`config.mk`:
```
export PLATFORM = sky130hd
export DESIGN_NAME = mmio_peripheral_flat
export DESIGN_NICKNAME = d
export VERILOG_FILES = /design/src/rtl/mmio_peripheral_pkg.sv /design/src/rtl/mmio_peripheral_if.sv /design/src/rtl/mmio_peripheral_uart_core.sv /design/src/rtl/mmio_peripheral.sv /design/src/flat_wrapper.sv
export SDC_FILE = /design/constraint.sdc
export NUM_CORES = 1
export LEC_CHECK = 0
export ABC_AREA = 1
export CORE_MARGIN = 2
export CORE_UTILIZATION = 56
export DETAILED_ROUTE_END_ITERATION = 16
export PLACE_DENSITY_LB_ADDON = 0.15
export RECOVER_POWER = 100
export SLEW_MARGIN = 0
export SYNTH_ARGS = -nofsm -noshare
export SYNTH_HDL_FRONTEND = slang
export SYNTH_SLANG_ARGS = --single-unit
export TNS_END_PERCENT = 50
```
`constraint.sdc`:
```
create_clock -name clk -period 1.9 [get_ports clk]
set_input_delay 0.19 -clock clk [delete_from_list [all_inputs] [get_ports clk]]
set_output_delay 0.19 -clock clk [all_outputs]
set_load 0.01 [all_outputs]
```
`src/rtl/mmio_peripheral_pkg.sv`:
```
// mmio_peripheral_pkg
//   Shared constants for the memory-mapped peripheral block:
//   - register word indices (addr[5:2]) inside the peripheral window
//   - bit positions inside TCON and UART_CON
//   - state encoding shared by the UART transmit and receive FSMs
package mmio_peripheral_pkg;

    // Word index of each register (byte offset / 4).
    localparam logic [3:0] REG_TH      = 4'h0;  // 0x00
    localparam logic [3:0] REG_TL      = 4'h1;  // 0x04
    localparam logic [3:0] REG_TCON    = 4'h2;  // 0x08
    localparam logic [3:0] REG_LED     = 4'h3;  // 0x0C
    localparam logic [3:0] REG_SWITCH  = 4'h4;  // 0x10
    localparam logic [3:0] REG_DIGI    = 4'h5;  // 0x14
    localparam logic [3:0] REG_TXD     = 4'h6;  // 0x18
    localparam logic [3:0] REG_RXD     = 4'h7;  // 0x1C
    localparam logic [3:0] REG_UARTCON = 4'h8;  // 0x20

    // TCON bit positions.
    localparam int TCON_EN = 0;
    localparam int TCON_IE = 1;
    localparam int TCON_IS = 2;

    // UART_CON bit positions.
    localparam int UCON_TX_DONE    = 0;
    localparam int UCON_RX_READY   = 1;
    localparam int UCON_TX_BUSY    = 2;
    localparam int UCON_RX_OVERRUN = 3;

    typedef enum logic [1:0] {
        UART_IDLE  = 2'd0,
        UART_START = 2'd1,
        UART_DATA  = 2'd2,
        UART_STOP  = 2'd3
    } uart_state_e;

endpackage

```
`src/rtl/mmio_peripheral_if.sv`:
```
// mmio_peripheral_if
//   MEM-stage bus as seen by the peripheral block.
//   rd/wr   : read and write strobes
//   addr    : byte address
//   wdata   : store data
//   rdata   : combinational read data returned to the MEM-stage mux
//   master  : the CPU side (drives strobes/address/data)
//   slave   : the peripheral side (returns rdata)
interface mmio_peripheral_if;
    logic        rd;
    logic        wr;
    logic [31:0] addr;
    logic [31:0] wdata;
    logic [31:0] rdata;

    modport master (output rd, output wr, output addr, output wdata, input rdata);
    modport slave  (input rd, input wr, input addr, input wdata, output rdata);
endinterface

```
`src/rtl/mmio_peripheral_uart_core.sv`:
```
// uart_core
//   8N1 UART: transmit FSM, receive FSM with a two-flop synchroniser,
//   and their baud counters.
//   clk, reset     : core clock, asynchronous active-low reset
//   tx_start       : one-cycle request to send tx_data (honoured only when idle)
//   tx_data        : byte to send
//   tx_busy        : transmitter is not idle
//   tx_done_pulse  : high in the last cycle of the stop bit
//   rx_data        : most recently assembled byte
//   rx_valid_pulse : high for one cycle when a byte with a good stop bit completes
//   uart_rx        : asynchronous serial input
//   uart_tx        : serial output, idle high
module uart_core
    import mmio_peripheral_pkg::*;
#(
    parameter int BAUD_DIV = 5208
) (
    input  logic       clk,
    input  logic       reset,
    input  logic       tx_start,
    input  logic [7:0] tx_data,
    output logic       tx_busy,
    output logic       tx_done_pulse,
    output logic [7:0] rx_data,
    output logic       rx_valid_pulse,
    input  logic       uart_rx,
    output logic       uart_tx
);

    localparam int CW = (BAUD_DIV > 1) ? $clog2(BAUD_DIV) : 1;
    localparam logic [CW-1:0] BIT_LAST  = CW'(BAUD_DIV - 1);
    localparam logic [CW-1:0] HALF_LAST = CW'(BAUD_DIV / 2 - 1);
    localparam logic [CW-1:0] CNT_ONE   = CW'(1);

    uart_state_e   txState_q;
    logic [CW-1:0] txCnt_q;
    logic [2:0]    txBit_q;
    logic [7:0]    txShift_q;
    logic          txLine_q;

    uart_state_e   rxState_q;
    logic [CW-1:0] rxCnt_q;
    logic [2:0]    rxBit_q;
    logic [7:0]    rxShift_q;
    logic          rxSync1_q;
    logic          rxSync2_q;
    logic          rxPrev_q;

    // Transmit FSM. The serial line is registered and updated on the same
    // edge that changes state, so it never glitches between bits.
    always_ff @(posedge clk or negedge reset) begin
        if (!reset) begin
            txState_q <= UART_IDLE;
            txCnt_q   <= '0;
            txBit_q   <= '0;
            txShift_q <= '0;
            txLine_q  <= 1'b1;
        end else begin
            case (txState_q)
                UART_IDLE: begin
                    if (tx_start) begin
                        txState_q <= UART_START;
                        txShift_q <= tx_data;
                        txCnt_q   <= '0;
                        txLine_q  <= 1'b0;
                    end
                end
                UART_START: begin
                    if (txCnt_q == BIT_LAST) begin
                        txState_q <= UART_DATA;
                        txCnt_q   <= '0;
                        txBit_q   <= '0;
                        txLine_q  <= txShift_q[0];
                    end else begin
                        txCnt_q <= txCnt_q + CNT_ONE;
                    end
                end
                UART_DATA: begin
                    if (txCnt_q == BIT_LAST) begin
                        txCnt_q <= '0;
                        if (txBit_q == 3'd7) begin
                            txState_q <= UART_STOP;
                            txLine_q  <= 1'b1;
                        end else begin
                            txBit_q   <= txBit_q + 3'd1;
                            txShift_q <= {1'b0, txShift_q[7:1]};
                            txLine_q  <= txShift_q[1];
                        end
                    end else begin
                        txCnt_q <= txCnt_q + CNT_ONE;
                    end
                end
                UART_STOP: begin
                    if (txCnt_q == BIT_LAST) begin
                        txState_q <= UART_IDLE;
                        txCnt_q   <= '0;
                        txLine_q  <= 1'b1;
                    end else begin
                        txCnt_q <= txCnt_q + CNT_ONE;
                    end
                end
                default: begin
                    txState_q <= UART_IDLE;
                    txLine_q  <= 1'b1;
                end
            endcase
        end
    end

    assign tx_busy       = (txState_q != UART_IDLE);
    assign tx_done_pulse = (txState_q == UART_STOP) && (txCnt_q == BIT_LAST);
    assign uart_tx       = txLine_q;

    // Receive FSM. rxPrev_q trails the synchronised line by one cycle so a
    // falling edge can be seen. The start bit is re-checked half a bit in,
    // and every later sample lands a whole bit after the previous one.
    always_ff @(posedge clk or negedge reset) begin
        if (!reset) begin
            rxSync1_q <= 1'b1;
            rxSync2_q <= 1'b1;
            rxPrev_q  <= 1'b1;
            rxState_q <= UART_IDLE;
            rxCnt_q   <= '0;
            rxBit_q   <= '0;
            rxShift_q <= '0;
        end else begin
            rxSync1_q <= uart_rx;
            rxSync2_q <= rxSync1_q;
            rxPrev_q  <= rxSync2_q;
            case (rxState_q)
                UART_IDLE: begin
                    if (rxPrev_q && !rxSync2_q) begin
                        rxState_q <= UART_START;
                        rxCnt_q   <= '0;
                    end
                end
                UART_START: begin
                    if (rxCnt_q == HALF_LAST) begin
                        rxCnt_q <= '0;
                        rxBit_q <= '0;
                        if (rxSync2_q) begin
                            rxState_q <= UART_IDLE;
                        end else begin
                            rxState_q <= UART_DATA;
                        end
                    end else begin
                        rxCnt_q <= rxCnt_q + CNT_ONE;
                    end
                end
                UART_DATA: begin
                    if (rxCnt_q == BIT_LAST) begin
                        rxCnt_q   <= '0;
                        rxShift_q <= {rxSync2_q, rxShift_q[7:1]};
                        if (rxBit_q == 3'd7) begin
                            rxState_q <= UART_STOP;
                        end else begin
                            rxBit_q <= rxBit_q + 3'd1;
                        end
                    end else begin
                        rxCnt_q <= rxCnt_q + CNT_ONE;
                    end
                end
                UART_STOP: begin
                    if (rxCnt_q == BIT_LAST) begin
                        rxState_q <= UART_IDLE;
                        rxCnt_q   <= '0;
                    end else begin
                        rxCnt_q <= rxCnt_q + CNT_ONE;
                    end
                end
                default: begin
                    rxState_q <= UART_IDLE;
                end
            endcase
        end
    end

    assign rx_data        = rxShift_q;
    assign rx_valid_pulse = (rxState_q == UART_STOP) && (rxCnt_q == BIT_LAST) && rxSync2_q;

endmodule

```
`src/rtl/mmio_peripheral.sv`:
```
// mmio_peripheral
//   Memory-mapped register window holding a reloadable timer, LED/switch/
//   7-segment registers and an 8N1 UART.
//   clk, reset : core clock, asynchronous active-low reset
//   bus        : MEM-stage bus (rd, wr, addr, wdata in; rdata out, combinational)
//   led        : LED register
//   switch     : switch inputs (read-only register)
//   digi       : 7-segment drive register
//   irqout     : timer interrupt request
//   UART_RX    : asynchronous serial input
//   UART_TX    : serial output, idle high
module mmio_peripheral
    import mmio_peripheral_pkg::*;
#(
    parameter int          BAUD_DIV = 5208,
    parameter logic [31:0] BASE     = 32'h4000_0000
) (
    input  logic                   clk,
    input  logic                   reset,
    mmio_peripheral_if.slave       bus,
    output logic [7:0]             led,
    input  logic [7:0]             switch,
    output logic [11:0]            digi,
    output logic                   irqout,
    input  logic                   UART_RX,
    output logic                   UART_TX
);

    logic [31:0] th_q,        th_d;
    logic [31:0] tl_q,        tl_d;
    logic [2:0]  tcon_q,      tcon_d;
    logic [7:0]  led_q,       led_d;
    logic [11:0] digi_q,      digi_d;
    logic [7:0]  txd_q,       txd_d;
    logic [7:0]  rxd_q,       rxd_d;
    logic        txDone_q,    txDone_d;
    logic        rxReady_q,   rxReady_d;
    logic        rxOverrun_q, rxOverrun_d;

    logic        hit;
    logic [3:0]  regSel;
    logic        wrEn;
    logic        rdEn;
    logic        txStart;
    logic        txBusy;
    logic        txDonePulse;
    logic [7:0]  rxData;
    logic        rxValidPulse;
    logic        rxRead;
    logic        unusedAddrBits;

    // Only the upper address bits select the window; byte lanes are ignored.
    assign hit            = (bus.addr[31:6] == BASE[31:6]);
    assign regSel         = bus.addr[5:2];
    assign wrEn           = bus.wr && hit;
    assign rdEn           = bus.rd && hit;
    assign rxRead         = rdEn && (regSel == REG_RXD);
    assign txStart        = wrEn && (regSel == REG_TXD) && !txBusy;
    assign unusedAddrBits = ^bus.addr[1:0];

    uart_core #(
        .BAUD_DIV (BAUD_DIV)
    ) uUartCore (
        .clk            (clk),
        .reset          (reset),
        .tx_start       (txStart),
        .tx_data        (bus.wdata[7:0]),
        .tx_busy        (txBusy),
        .tx_done_pulse  (txDonePulse),
        .rx_data        (rxData),
        .rx_valid_pulse (rxValidPulse),
        .uart_rx        (UART_RX),
        .uart_tx        (UART_TX)
    );

    // Read mux: zero-latency, zero for anything not mapped or not strobed.
    always_comb begin
        bus.rdata = '0;
        if (rdEn) begin
            case (regSel)
                REG_TH:      bus.rdata = th_q;
                REG_TL:      bus.rdata = tl_q;
                REG_TCON:    bus.rdata = {29'd0, tcon_q};
                REG_LED:     bus.rdata = {24'd0, led_q};
                REG_SWITCH:  bus.rdata = {24'd0, switch};
                REG_DIGI:    bus.rdata = {20'd0, digi_q};
                REG_TXD:     bus.rdata = {24'd0, txd_q};
                REG_RXD:     bus.rdata = {24'd0, rxd_q};
                REG_UARTCON: bus.rdata = {28'd0, rxOverrun_q, txBusy, rxReady_q, txDone_q};
                default:     bus.rdata = '0;
            endcase
        end
    end

    // Next-state for the register file. The timer is evaluated first so that
    // a CPU write to TL/TCON in the same cycle overrides it. For the UART
    // flags, event-driven sets are applied last so they beat clears.
    always_comb begin
        th_d        = th_q;
        tl_d        = tl_q;
        tcon_d      = tcon_q;
        led_d       = led_q;
        digi_d      = digi_q;
        txd_d       = txd_q;
        rxd_d       = rxd_q;
        txDone_d    = txDone_q;
        rxReady_d   = rxReady_q;
        rxOverrun_d = rxOverrun_q;

        if (tcon_q[TCON_EN]) begin
            if (tl_q == 32'hFFFF_FFFF) begin
                tl_d = th_q;
                if (tcon_q[TCON_IE]) begin
                    tcon_d[TCON_IS] = 1'b1;
                end
            end else begin
                tl_d = tl_q + 32'd1;
            end
        end

        if (wrEn) begin
            case (regSel)
                REG_TH:      th_d   = bus.wdata;
                REG_TL:      tl_d   = bus.wdata;
                REG_TCON:    tcon_d = bus.wdata[2:0];
                REG_LED:     led_d  = bus.wdata[7:0];
                REG_DIGI:    digi_d = bus.wdata[11:0];
                REG_UARTCON: begin
                    if (!bus.wdata[UCON_TX_DONE]) begin
                        txDone_d = 1'b0;
                    end
                end
                default: ;
            endcase
        end

        if (txStart) begin
            txd_d    = bus.wdata[7:0];
            txDone_d = 1'b0;
        end
        if (txDonePulse) begin
            txDone_d = 1'b1;
        end

        if (rxRead) begin
            rxReady_d   = 1'b0;
            rxOverrun_d = 1'b0;
        end
        if (rxValidPulse) begin
            rxd_d     = rxData;
            rxReady_d = 1'b1;
            if (rxReady_q) begin
                rxOverrun_d = 1'b1;
            end
        end
    end

    // Register file state.
    always_ff @(posedge clk or negedge reset) begin
        if (!reset) begin
            th_q        <= '0;
            tl_q        <= '0;
            tcon_q      <= '0;
            led_q       <= '0;
            digi_q      <= '0;
            txd_q       <= '0;
            rxd_q       <= '0;
            txDone_q    <= 1'b0;
            rxReady_q   <= 1'b0;
            rxOverrun_q <= 1'b0;
        end else begin
            th_q        <= th_d;
            tl_q        <= tl_d;
            tcon_q      <= tcon_d;
            led_q       <= led_d;
            digi_q      <= digi_d;
            txd_q       <= txd_d;
            rxd_q       <= rxd_d;
            txDone_q    <= txDone_d;
            rxReady_q   <= rxReady_d;
            rxOverrun_q <= rxOverrun_d;
        end
    end

    assign irqout = tcon_q[TCON_IS] & tcon_q[TCON_IE];
    assign led    = led_q;
    assign digi   = digi_q;

endmodule

```
`src/flat_wrapper.sv`:
```
// flat-port wrapper written by rule: the top's interface ports become plain ports
module mmio_peripheral_flat import mmio_peripheral_pkg::*;
#(
    parameter int          BAUD_DIV = 5208,
    parameter logic [31:0] BASE     = 32'h4000_0000
)
  (clk, reset, led, switch, digi, irqout, UART_RX, UART_TX, bus_rd, bus_wr, bus_addr, bus_wdata, bus_rdata);
  mmio_peripheral_if bus_i ();
  input  logic clk;
  input  logic reset;
  output logic [7:0] led;
  input  logic [7:0] switch;
  output logic [11:0] digi;
  output logic irqout;
  input  logic UART_RX;
  output logic UART_TX;
  input wire logic [$bits(bus_i.rd)-1:0] bus_rd;
  input wire logic [$bits(bus_i.wr)-1:0] bus_wr;
  input wire logic [$bits(bus_i.addr)-1:0] bus_addr;
  input wire logic [$bits(bus_i.wdata)-1:0] bus_wdata;
  output wire logic [$bits(bus_i.rdata)-1:0] bus_rdata;
  assign bus_i.rd = bus_rd;
  assign bus_i.wr = bus_wr;
  assign bus_i.addr = bus_addr;
  assign bus_i.wdata = bus_wdata;
  assign bus_rdata = bus_i.rdata;
  mmio_peripheral #(.BAUD_DIV(BAUD_DIV), .BASE(BASE)) u_core (.clk(clk), .reset(reset), .bus(bus_i), .led(led), .switch(switch), .digi(digi), .irqout(irqout), .UART_RX(UART_RX), .UART_TX(UART_TX));
endmodule
```
==> results_dict.tcl <==
set metrics [dict create \
    status "finished with violations" \
    violations "max-capacitance violations" \
    cp-start-kind "register" \
    yosys_warnings 0 \
    initial_core_util_pct 57.4 \
    syn_nets 1540 \
    relSlewSlack_pct 0.137 \
    p_seq_share_pct 46.2 \
    cap_violations 1 \
    ys_seq_area_share_pct 40.9 \
    power.internal_mw 5.69 \
    io_pins 131 \
    hold_viol_final 0 \
    critPathMaxFanout 5 \
    core_um2 17300 \
    die_y_um 137 \
    vias 10554 \
    worstSetupPathType "reg -> out" \
    p_clk_share_pct 42.0 \
    cts_buffers 17 \
    synth_cells 1451 \
    crit_top_cell "inv_1" \
    viasPerCell 5.58 \
    synth-compound-area-share_pct 11.8 \
    dp.cells 1838 \
    syn_avg_cell_area_um2 6.84 \
    crit_family "buffers and inverters" \
    final_nets 1741 \
    grt_pass1_wl_um 47700 \
    fin_crit_sh_pct 97.8 \
    cts_sinks 162 \
    synthArstFlopShare_pct 100 \
    die_area_um2 18800 \
    grt_max_degree 52 \
    cts-root-buf "clkbuf_16" \
    fin_cells 1890 \
    io_buffers 128 \
    grt_pass1_vias 9967 \
    p_comb_share_pct 11.7 \
    switching_share_pct 28.6 \
    cp.required_ns 1.71 \
    max_stage_delay_ns 0.35 \
    clock.fmax_mhz 538 \
    first_iter_violations 907 \
    clkTransAtPathRegs_ns 0.07 \
    clk_path_buf_depth 2 \
    synthAdderAreaFrac_pct 1.51 \
    track_usage_pct 32.3 \
    synthFlopType "dfrtp_1" \
    rows 48 \
    grt_setup_unrepaired "yes" \
    tightest_slew_ns 1.50 \
    dpl_worst_slack_ns -0.495 \
    grt-ovfl-total 0 \
    clkLatencyLatePin_ns 0.44 \
    synth_xor_area_share_pct 1.41 \
    fin_setup_tns_ns 0 \
    leakagePower_nw 6.12 \
    path_buf_inv 4 \
    skew_ns 0.0100 \
    power.switching_mw 2.28 \
    ys_types 47 \
    fin_total_pwr_mw 7.97 \
    synth_mux_area_share_pct 0.113 \
    worstPathCellList "inv_1 > ha_2 > buf_12 > o22ai_2 > inv_1 > a31oi_4 > clkbuf_2" \
    worst_slack_ns 0.0417 \
    endpoint_kind "primary output" \
    synth_simple_gate_area_share_pct 35.6 \
    ctsHtreeMaxLevel 4 \
    tritoncts "yes" \
    antenna_found_initial 0 \
    synth_top_family_by_area "simple AND/OR/NAND/NOR gates" \
    dr.pass1.iters 7 \
    slowest_stage "dfrtp_1" \
    synth_area_um2 9930 \
    power_density_nw_per_um2 626 \
    worstHoldPathType "in -> reg" \
    place_hpwl_um 21000 \
    period_needed_ns 1.86 \
    place_congestion 0.954 \
    die_w_um 137 \
    nFillCells 1374 \
    drv_slew 0 \
    setup_viol 0 \
    drc 0 \
    wl_per_cell_um 16.0 \
    n_antenna_cell 0 \
    synth_edf_count 0 \
    vdd_drop_max_mv 0.824 \
    crit_arrival_ns 1.67 \
    synth-seq-cells 162 \
    totalWireLength_um 30200 \
    antenna_left 0 \
    final_layout_size_suffix_gt1_share_pct 16.0 \
    area_delta_synth_final_pct 28.2 \
]
-- layout make-up --
type / instances / area (um^2) / share of cell area [%]
multi-input cells: 1079 / 5210 / 40.9
flip-flops and latches: 162 / 4060 / 31.9
repair buffers: 232 / 2010 / 15.8
inverters: 160 / 606 / 4.75
clock buffers: 18 / 429 / 3.37
well taps: 225 / 282 / 2.21
clock inverters: 14 / 135 / 1.06
-- cells by family (layout without fill, tap and decap cells) --
kind of cell | Yosys count | count (layout)
AND/OR/NAND/NOR | 834 | 835
AO/OA/AOI/OAI | 215 | 215
buffers and inverters | 211 | 424
flip-flops | 162 | 162
XOR/XNOR | 16 | 16
adder cells (fa/ha/maj) | 12 | 12
multiplexers | 1 | 1
-- cell usage in the layout, fill, tap and decap left out, drive strengths merged --
cell type      instances
or2                    2
o21a                   2
nand3                129
dfstp                  4
clkinvlp               1
o2111a                 1
mux2                   1
nor3                  18
inv                  166
a211oi                 1
a21oi                 66
clkinv                 7
o21bai                 1
and2                   1
a221oi                 3
o21ai                122
clkbuf                72
dfrtp                158
nand4                 27
nor2                 200
nand2                455
buf                  102
xnor2                  2
a22o                   1
ha                    12
dlymetal6s2s           3
o211ai                 3
o22ai                  9
a31oi                  5
clkdlybuf4s15          4
o2111ai                1
clkdlybuf4s50         42
dlygate4sd3           24
xor2                  14
nor4                   1
dlygate4sd2            3
nand3b                 2
-- flip-flops by register name, indices dropped and copies added, names as in the netlist, 12 cells and up, named ones only --
signal / flops
u_core.uUartCore.rxCnt_q: 13
u_core.digi: 12
u_core.tl_q: 32
u_core.uUartCore.txCnt_q: 13
u_core.th_q: 32
-- path summary, 6_finish.rpt --
path                       cells past startpoint                              endpoint  slack [ns]                                      start
hold / removal                                 1  u_core.uUartCore.rxSync1_q$_DFF_PN1_        0.29                                    UART_RX
hold reg to reg                                0  u_core.uUartCore.rxSync2_q$_DFF_PN1_        0.36       u_core.uUartCore.rxSync1_q$_DFF_PN1_
setup reg to reg                              10             u_core.tl_q[17]$_DFF_PN0_        0.11                   u_core.tl_q[1]$_DFF_PN0_
setup / recovery                               7                          bus_rdata[2]        0.04  u_core.uUartCore.txState_q[1]$_DFFE_PN0P_
min in group asynchronous                      2             u_core.led[2]$_DFFE_PN0P_        0.64                                      reset
max in group asynchronous                      3   u_core.uUartCore.rxPrev_q$_DFF_PN1_        0.27                                      reset
-- worst register-to-register path, stage by stage (launching register included) --
cell,delay [ns]
dfrtp_1,0.39
ha_2,0.22
nand2_1,0.09
nor2_4,0.14
nand2_2,0.12
nor2_8,0.15
nand3_4,0.18
inv_2,0.14
nand2_1,0.07
nand3_1,0.10
a21oi_1,0.07
-- routing by layer --
metal	GRT usage (%)	wire, um
met3	4.93	2670
met1	43.4	12400
met2	53.8	14300
met4	10.4	855
met5	0	0
-- cell usage after synthesis, types with 2 or more instances --
library cell / instances / area (um^2)
o22ai_1: 9 / 56.3
o21ai_1: 16 / 80.1
xor2_1: 14 / 123
nor3_1: 14 / 70.1
o21a_1: 2 / 15.0
o21ai_2: 8 / 70.1
xnor2_1: 2 / 17.5
o21ai_0: 98 / 490
nor2_2: 5 / 31.3
dfrtp_1: 158 / 3950
nand2_1: 442 / 1660
buf_6: 5 / 56.3
buf_4: 3 / 22.5
inv_2: 4 / 15.0
clkbuf_1: 24 / 90.1
dfstp_2: 4 / 105
a31oi_1: 5 / 31.3
buf_2: 19 / 95.1
nor2_1: 191 / 717
o211ai_1: 3 / 22.5
ha_1: 12 / 150
nand4_1: 27 / 169
nand3_4: 2 / 35.0
nand3_1: 126 / 631
nand3b_1: 2 / 15.0
clkinv_1: 3 / 11.3
inv_1: 152 / 571
a21oi_1: 65 / 325
a221oi_1: 3 / 26.3
nor2_4: 3 / 33.8
nor3_2: 4 / 40.0
nand2_2: 11 / 68.8
-- repair_timing --
action / 4_1_cts / 5_1_grt
cloned: 2 / 3
hold buffers: 1 / 0
pin swaps: 4 / 30
endpoints found under the setup margin: 32 / 85
setup buffers: 12 / 2
gates resized for setup: 173 / 97
hold endpoints to repair: 48 / 0
-- per-stage QoR --
stage / cell area [um^2] / utilization [%] / hold slack (ns)
floorplan: 9930 / - / -0.106
global placement: 12100 / 70.0 / 0.188
detailed placement: 12100 / 70.0 / 0.187
CTS: 12800 / 74.0 / 0.149
global route: 12700 / 73.6 / 0.284
finish: 12700 / 73.6 / 0.291
-- power by group through the flow --
stage	Sequential [mW]	Combinational (mW)	Clock (mW)
2_1_floorplan	3.73	0.496	0
3_3_place_gp	3.74	0.920	0
3_5_place_dp	3.75	0.950	0
4_1_cts	3.68	0.959	3.37
5_1_grt	3.70	1.06	3.52
6_report	3.69	0.936	3.35
Power figures use the tool's default switching activity.
